==> src/rtl/ncl_word_boundary.sv <==
`default_nettype none
// ============================================================================
// Module   : ncl_word_boundary
// Purpose  : Boundary between the clocked domain and the clockless dual-rail
//            pipelined word adder. Encodes binary operands into DATA/NULL
//            wavefronts for the adder head, and decodes completed dual-rail
//            sum/carry wavefronts from the adder tail back to binary.
// Ports    : clk, reset          - clock, asynchronous active-high reset
//            in_valid/in_ready   - operand handshake (in_a, in_b, in_cin)
//            a_dr, b_dr, cin_dr  - registered dual-rail operands to the head
//            head_ko             - async head acknowledge (1 = wants DATA)
//            sum_dr, cout_dr     - dual-rail result from the tail
//            tail_ki             - acknowledge to the tail (1 = wants DATA)
//            out_valid/out_ready - result handshake (out_sum, out_cout)
// Revision : 1.0 - initial release
// ============================================================================
module ncl_word_boundary #(
   parameter int WIDTH       = 8,
   parameter int SYNC_STAGES = 2
) (
   input  logic                 clk,
   input  logic                 reset,
   input  logic                 in_valid,
   output logic                 in_ready,
   input  logic [WIDTH-1:0]     in_a,
   input  logic [WIDTH-1:0]     in_b,
   input  logic                 in_cin,
   output logic [2*WIDTH-1:0]   a_dr,
   output logic [2*WIDTH-1:0]   b_dr,
   output logic [1:0]           cin_dr,
   input  logic                 head_ko,
   input  logic [2*WIDTH-1:0]   sum_dr,
   input  logic [1:0]           cout_dr,
   output logic                 tail_ki,
   output logic                 out_valid,
   input  logic                 out_ready,
   output logic [WIDTH-1:0]     out_sum,
   output logic                 out_cout
);

   localparam logic [1:0] I_NULL = 2'd0;
   localparam logic [1:0] I_IDLE = 2'd1;
   localparam logic [1:0] I_DATA = 2'd2;

   localparam logic [1:0] C_DATA = 2'd0;
   localparam logic [1:0] C_NULL = 2'd1;
   localparam logic [1:0] C_HOLD = 2'd2;

   // rail[1] carries the bit value, rail[0] its complement
   function automatic logic [2*WIDTH-1:0] dual_rail(input logic [WIDTH-1:0] v);
      logic [2*WIDTH-1:0] r;
      for (int i = 0; i < WIDTH; i++) begin
         r[2*i+1] = v[i];
         r[2*i]   = ~v[i];
      end
      return r;
   endfunction

   // ---------------------------------------------------------------- completion
   // A pair is DATA only when exactly one rail is high; a 2'b11 pair is
   // neither DATA nor NULL so the collector simply waits it out.
   logic [WIDTH:0]   pair_data;
   logic [WIDTH-1:0] sum_rail1;
   logic             tail_data;
   logic             tail_null;

   genvar gi;
   generate
      for (gi = 0; gi < WIDTH; gi++) begin : g_pair
         assign pair_data[gi] = sum_dr[2*gi] ^ sum_dr[2*gi+1];
         assign sum_rail1[gi] = sum_dr[2*gi+1];
      end
   endgenerate
   assign pair_data[WIDTH] = cout_dr[0] ^ cout_dr[1];
   assign tail_data = &pair_data;
   assign tail_null = ~|{sum_dr, cout_dr};

   // ------------------------------------------------------------ synchronizers
   logic [SYNC_STAGES-1:0] ko_sync, data_sync, null_sync;
   logic                   ko_s, data_s, null_s;

   always_ff @(posedge clk or posedge reset) begin
      if (reset) begin
         ko_sync   <= '0;
         data_sync <= '0;
         null_sync <= '0;
      end else begin
         ko_sync   <= {ko_sync[SYNC_STAGES-2:0],   head_ko};
         data_sync <= {data_sync[SYNC_STAGES-2:0], tail_data};
         null_sync <= {null_sync[SYNC_STAGES-2:0], tail_null};
      end
   end
   assign ko_s   = ko_sync[SYNC_STAGES-1];
   assign data_s = data_sync[SYNC_STAGES-1];
   assign null_s = null_sync[SYNC_STAGES-1];

   // ------------------------------------------------------------------ injector
   logic [1:0]         inj_state, inj_next;
   logic               in_ready_nxt;
   logic [2*WIDTH-1:0] a_dr_nxt, b_dr_nxt;
   logic [1:0]         cin_dr_nxt;
   logic               accept;

   assign accept = (inj_state == I_IDLE) && in_valid && in_ready;

   always_ff @(posedge clk or posedge reset) begin
      if (reset) begin
         inj_state <= I_NULL;
         in_ready  <= 1'b0;
         a_dr      <= '0;
         b_dr      <= '0;
         cin_dr    <= 2'b00;
      end else begin
         inj_state <= inj_next;
         in_ready  <= in_ready_nxt;
         a_dr      <= a_dr_nxt;
         b_dr      <= b_dr_nxt;
         cin_dr    <= cin_dr_nxt;
      end
   end

   always_comb begin
      inj_next = inj_state;
      case (inj_state)
         I_NULL:  if (ko_s)   inj_next = I_IDLE;
         I_IDLE:  if (accept) inj_next = I_DATA;
         I_DATA:  if (!ko_s)  inj_next = I_NULL;
         default: inj_next = I_NULL;
      endcase
   end

   // Outputs are computed from the next state so every head-side output is a
   // plain flop and in_ready is already high on the first I_IDLE cycle.
   always_comb begin
      in_ready_nxt = (inj_next == I_IDLE);
      a_dr_nxt     = a_dr;
      b_dr_nxt     = b_dr;
      cin_dr_nxt   = cin_dr;
      if (inj_next == I_NULL) begin
         a_dr_nxt   = '0;
         b_dr_nxt   = '0;
         cin_dr_nxt = 2'b00;
      end else if (accept) begin
         a_dr_nxt   = dual_rail(in_a);
         b_dr_nxt   = dual_rail(in_b);
         cin_dr_nxt = {in_cin, ~in_cin};
      end
   end

   // ----------------------------------------------------------------- collector
   logic [1:0]       col_state, col_next;
   logic             tail_ki_nxt, out_valid_nxt, out_cout_nxt;
   logic [WIDTH-1:0] out_sum_nxt;
   logic             capture;

   assign capture = (col_state == C_DATA) && data_s;

   always_ff @(posedge clk or posedge reset) begin
      if (reset) begin
         col_state <= C_DATA;
         tail_ki   <= 1'b1;
         out_valid <= 1'b0;
         out_sum   <= '0;
         out_cout  <= 1'b0;
      end else begin
         col_state <= col_next;
         tail_ki   <= tail_ki_nxt;
         out_valid <= out_valid_nxt;
         out_sum   <= out_sum_nxt;
         out_cout  <= out_cout_nxt;
      end
   end

   always_comb begin
      col_next = col_state;
      case (col_state)
         C_DATA:  if (data_s)     col_next = C_NULL;
         C_NULL:  if (null_s)     col_next = C_HOLD;
         C_HOLD:  if (!out_valid) col_next = C_DATA;  // never overwrite a result
         default: col_next = C_DATA;
      endcase
   end

   always_comb begin
      tail_ki_nxt   = (col_next == C_DATA);
      out_valid_nxt = out_valid;
      out_sum_nxt   = out_sum;
      out_cout_nxt  = out_cout;
      if (capture) begin
         out_valid_nxt = 1'b1;
         out_sum_nxt   = sum_rail1;
         out_cout_nxt  = cout_dr[1];
      end else if (out_valid && out_ready) begin
         out_valid_nxt = 1'b0;
      end
   end

endmodule
`default_nettype wire

==> config.mk <==
export PLATFORM = sky130hd
export DESIGN_NAME = ncl_word_boundary
export DESIGN_NICKNAME = d
export VERILOG_FILES = /design/src/rtl/ncl_word_boundary.sv
export SDC_FILE = /design/constraint.sdc
export NUM_CORES = 1
export LEC_CHECK = 0
export CORE_ASPECT_RATIO = 1.75
export CORE_MARGIN = 4
export CORE_UTILIZATION = 40
export CTS_CLUSTER_DIAMETER = 200
export DETAILED_ROUTE_END_ITERATION = 12
export GPL_TIMING_DRIVEN = 0
export PLACE_DENSITY = 0.81
export SETUP_SLACK_MARGIN = 0.2
export SLEW_MARGIN = 25
export SYNTH_ARGS = -nofsm -noshare
export SYNTH_HDL_FRONTEND = slang
export SYNTH_SLANG_ARGS = --single-unit
==> constraint.sdc <==
create_clock -name clk -period 1.6 [get_ports clk]
set_input_delay 0.24 -clock clk [delete_from_list [all_inputs] [get_ports clk]]
set_output_delay 0.24 -clock clk [all_outputs]
set_load 0.02 [all_outputs]
==> results by group <==
Run status
  • Status: completed

Clocking
  • CTS buffer count: 5
  • Hold-fix buffers, CTS: 0
  • Clock sinks: 56
  • Clock-pin slew on the worst setup and hold paths: 0.10 ns
  • Htree depth: 2
  • CTS root buf: clkbuf_8
  • CTS tree: done
  • Clk Latency, worst-skew pair: 0.31 ns
  • Longest Clk Path Bufs: 2

Final layout
  • N_diodes: 0
  • Layout cell share with drive strength beyond 1: 17.8%
  • Area grow syn2layout: 48.1%
  • Net count reported at finish: 345
  • Commonest cells after routing, fill and taps aside: dfrtp_1 (55), dlygate4sd2_1 (45), clkdlybuf4s50_1 (39), nand2_1 (26), inv_1 (19)
  • Commonest non-fill, non-tap cell in the layout: dfrtp_1

Power
  • VDD IR max: 1.03 mV
  • Sw power: 2170 µW
  • Power per cell area: 1610 nW/µm²
  • Clk pwr share: 13.3%
  • Lkg Pwr: 0.00178 µW
  • Switching share of total power: 38.9%
  • Overall power: 5570 µW
  • Share of power burned in registers: 38.8%
  • Internal: 3400 µW
  • Combinational share of power: 47.9%

STA
  • RSZ-0062 raised after global routing: true
  • WHS: 0.336 ns
  • Period utilisation layout: 88.3%
  • Skew final: 0.0152 ns
  • Post-layout minimum cycle time: 1.41 ns
  • Max frequency: 0.708 GHz
  • Worst setup margin: 0.187 ns
  • TNS Setup: 0 ns
  • Slew @ Worst Pin: 0.547 ns
  • Final Hold Violating Endpoints: 0
  • Max-slew headroom: 63.4%
  • Slew Viols, Final: 0
  • # setup viols final: 0

Synthesis
  • Cell Area, Synth: 2340 µm²
  • Cell taking the most area after synthesis: dfrtp_1
  • Top cells by area, synth: dfrtp_1 (59%), ha_1 (4.8%), mux2_2 (4.3%)
  • Syn. warnings: 0
  • Synthesis-stage register bit count: 56
  • Register area share after synthesis: 60.0%
  • Yosys cell types: 30
  • Mapped Nets: 244
  • Yosys top cell area share: 58.9%
  • Cells after Synth: 195
  • Syn avg cell area: 12.0 µm²

Place
  • DP Wirelength: 4110 µm
  • Number of port buffers: 85
  • RePlAce Congestion: 0.729
  • Setup slack after placement: 0.0225 ns

Global routing
  • Vias in the first global route: 1804
  • Largest net degree at the start of global routing: 33
  • Overall Global Routing Usage: 15.4%
  • Total grt overflow: 0
  • Initial antenna violation count: 0
  • First-pass GRT wire length: 8570 µm

Route
  • Post-route DRC violation count: 0
  • Routed vias: 1790
  • Via density: 4.80
  • WL final: 5480 µm
  • 1st-pass router iterations: 4
  • Wirelength per Cell: 14.7 µm
  • Routed Antenna Nets: 0
  • DRT iter0 DRCs: 71

Die
  • Die Y: 109 µm
  • Initial Util: 41.5%
  • Die X: 65.8 µm
  • DIE AREA: 7180 µm²
  • Rows: 36
  • Core ar.: 5630 µm²
  • I/O pin total: 86

Worst setup path
  • Crit path capture type: flip-flop
  • Crit path max fanout: 6
  • Crit path DAT: 1.65 ns
  • Crit path launch type: flip-flop
  • Required @ worst endpoint: 1.83 ns
  • CP Class: reg2reg

Job
  • Max_cap viols: 0

Hold path
  • Hold crit path type: in2async
==> area by class of cell <==
cell class / instances / area, µm²
plain buffers: 8 / 80.1
fillers: 493 / 2170
well taps: 76 / 95.1
clock buffers: 5 / 68.8
repair buffers: 94 / 906
multi-input cells: 111 / 811
flip-flops and latches: 56 / 1400
clock inverters: 3 / 18.8
inverters: 20 / 78.8
==> synth_stat cells, drive strengths merged <==
| cell type | n |
|---|---|
| dfrtp | 55 |
| nand2 | 27 |
| inv | 20 |
| a21oi | 14 |
| nor2 | 11 |
| ha | 9 |
| mux2 | 9 |
| nor3b | 8 |
| a22o | 7 |
| o2bb2ai | 7 |
| buf | 6 |
| nor3 | 5 |
| nand2b | 4 |
| clkbuf | 2 |
| nand3 | 2 |
| nand4 | 2 |
| o22ai | 2 |
| and2 | 1 |
| and4b | 1 |
| dfstp | 1 |
| nand4b | 1 |
| or2 | 1 |
==> timing repair <==
| action | CTS | global route |
|---|---|---|
| endpoints found under the hold margin | 0 | 0 |
| cloned | 0 | 1 |
| setup endpoints to repair | 55 | 21 |
| setup buffers | 0 | 7 |
| pin swaps | 0 | 4 |
| gates resized for setup | 47 | 21 |
==> final timing paths <==
check / from / endpoint / slack [ns] / cells past startpoint
worst min register to register: ko_sync[0]$_DFF_PP0_ / ko_sync[1]$_DFF_PP0_ / 0.35 / 0
min in group clk: ko_sync[0]$_DFF_PP0_ / ko_sync[1]$_DFF_PP0_ / 0.35 / 0
worst max register to register: inj_state[1]$_DFF_PP0_ / b_dr[10]$_DFFE_PP0P_ / 0.19 / 6
max in group asynchronous: reset / a_dr[12]$_DFFE_PP0P_ / 0.75 / 3
worst max-delay path: inj_state[1]$_DFF_PP0_ / b_dr[10]$_DFFE_PP0P_ / 0.19 / 6
worst min-delay path: reset / col_state[1]$_DFF_PP0_ / 0.34 / 2
==> through the flow <==
step                area (µm²)  cells  utilization, %
finish                    3460    373            61.5
global route              3460    373            61.5
CTS                       3340    365            59.4
detailed placement        3310    357            58.7
global placement          3290    356            58.4
floorplan                 2340    195               -
==> worst max-delay path, stage by stage, from the launching register on <==
cell and delay (ns):
dfrtp_1 0.43, and4b_4 0.38, buf_8 0.12, buf_12 0.11
buf_8 0.11, nor2_1 0.06, nor3b_2 0.16
==> power by group through the flow <==
stage	registers [µW]	clock network, µW	logic, µW
2_1_floorplan	2740	0	960
3_3_place_gp	2180	0	2760
3_5_place_dp	2200	0	2800
4_1_cts	2160	777	2490
5_1_grt	2230	835	2880
6_report	2160	742	2670
==> registers in the layout, indices dropped and copies added (netlist names) <==
register / count
out_cout: 1
out_valid: 1
a_dr: 16
ko_sync: 2
inj_state: 2
data_sync: 2
null_sync: 2
out_sum: 8
b_dr: 16
col_state: 2
in_ready: 1
tail_ki: 1
cin_dr: 2
==> layer usage <==
metal | part of all wire, % | wire length (µm) | vias up | GRT usage [%]
li1 | - | - | 857 | -
met1 | 36 | 1990 | 889 | 17.5
met2 | 59 | 3200 | 38 | 28.1
met4 | 1.4 | 75 | 0 | 5.34
met3 | 3.8 | 209 | 6 | 3.20
met5 | 0 | 0 | - | 0
==> cell families after synthesis <==
| logic type | count (synthesis) | share of synthesized area, % |
|---|---|---|
| AND/OR/NAND/NOR | 63 | 15.8 |
| multiplexers | 9 | 4.34 |
| AO/OA/AOI/OAI | 30 | 8.78 |
| buffers and inverters | 28 | 6.26 |
| adder cells (fa/ha/maj) | 9 | 4.82 |
| flip-flops | 56 | 60.0 |
(Power assumes the default switching activity.)
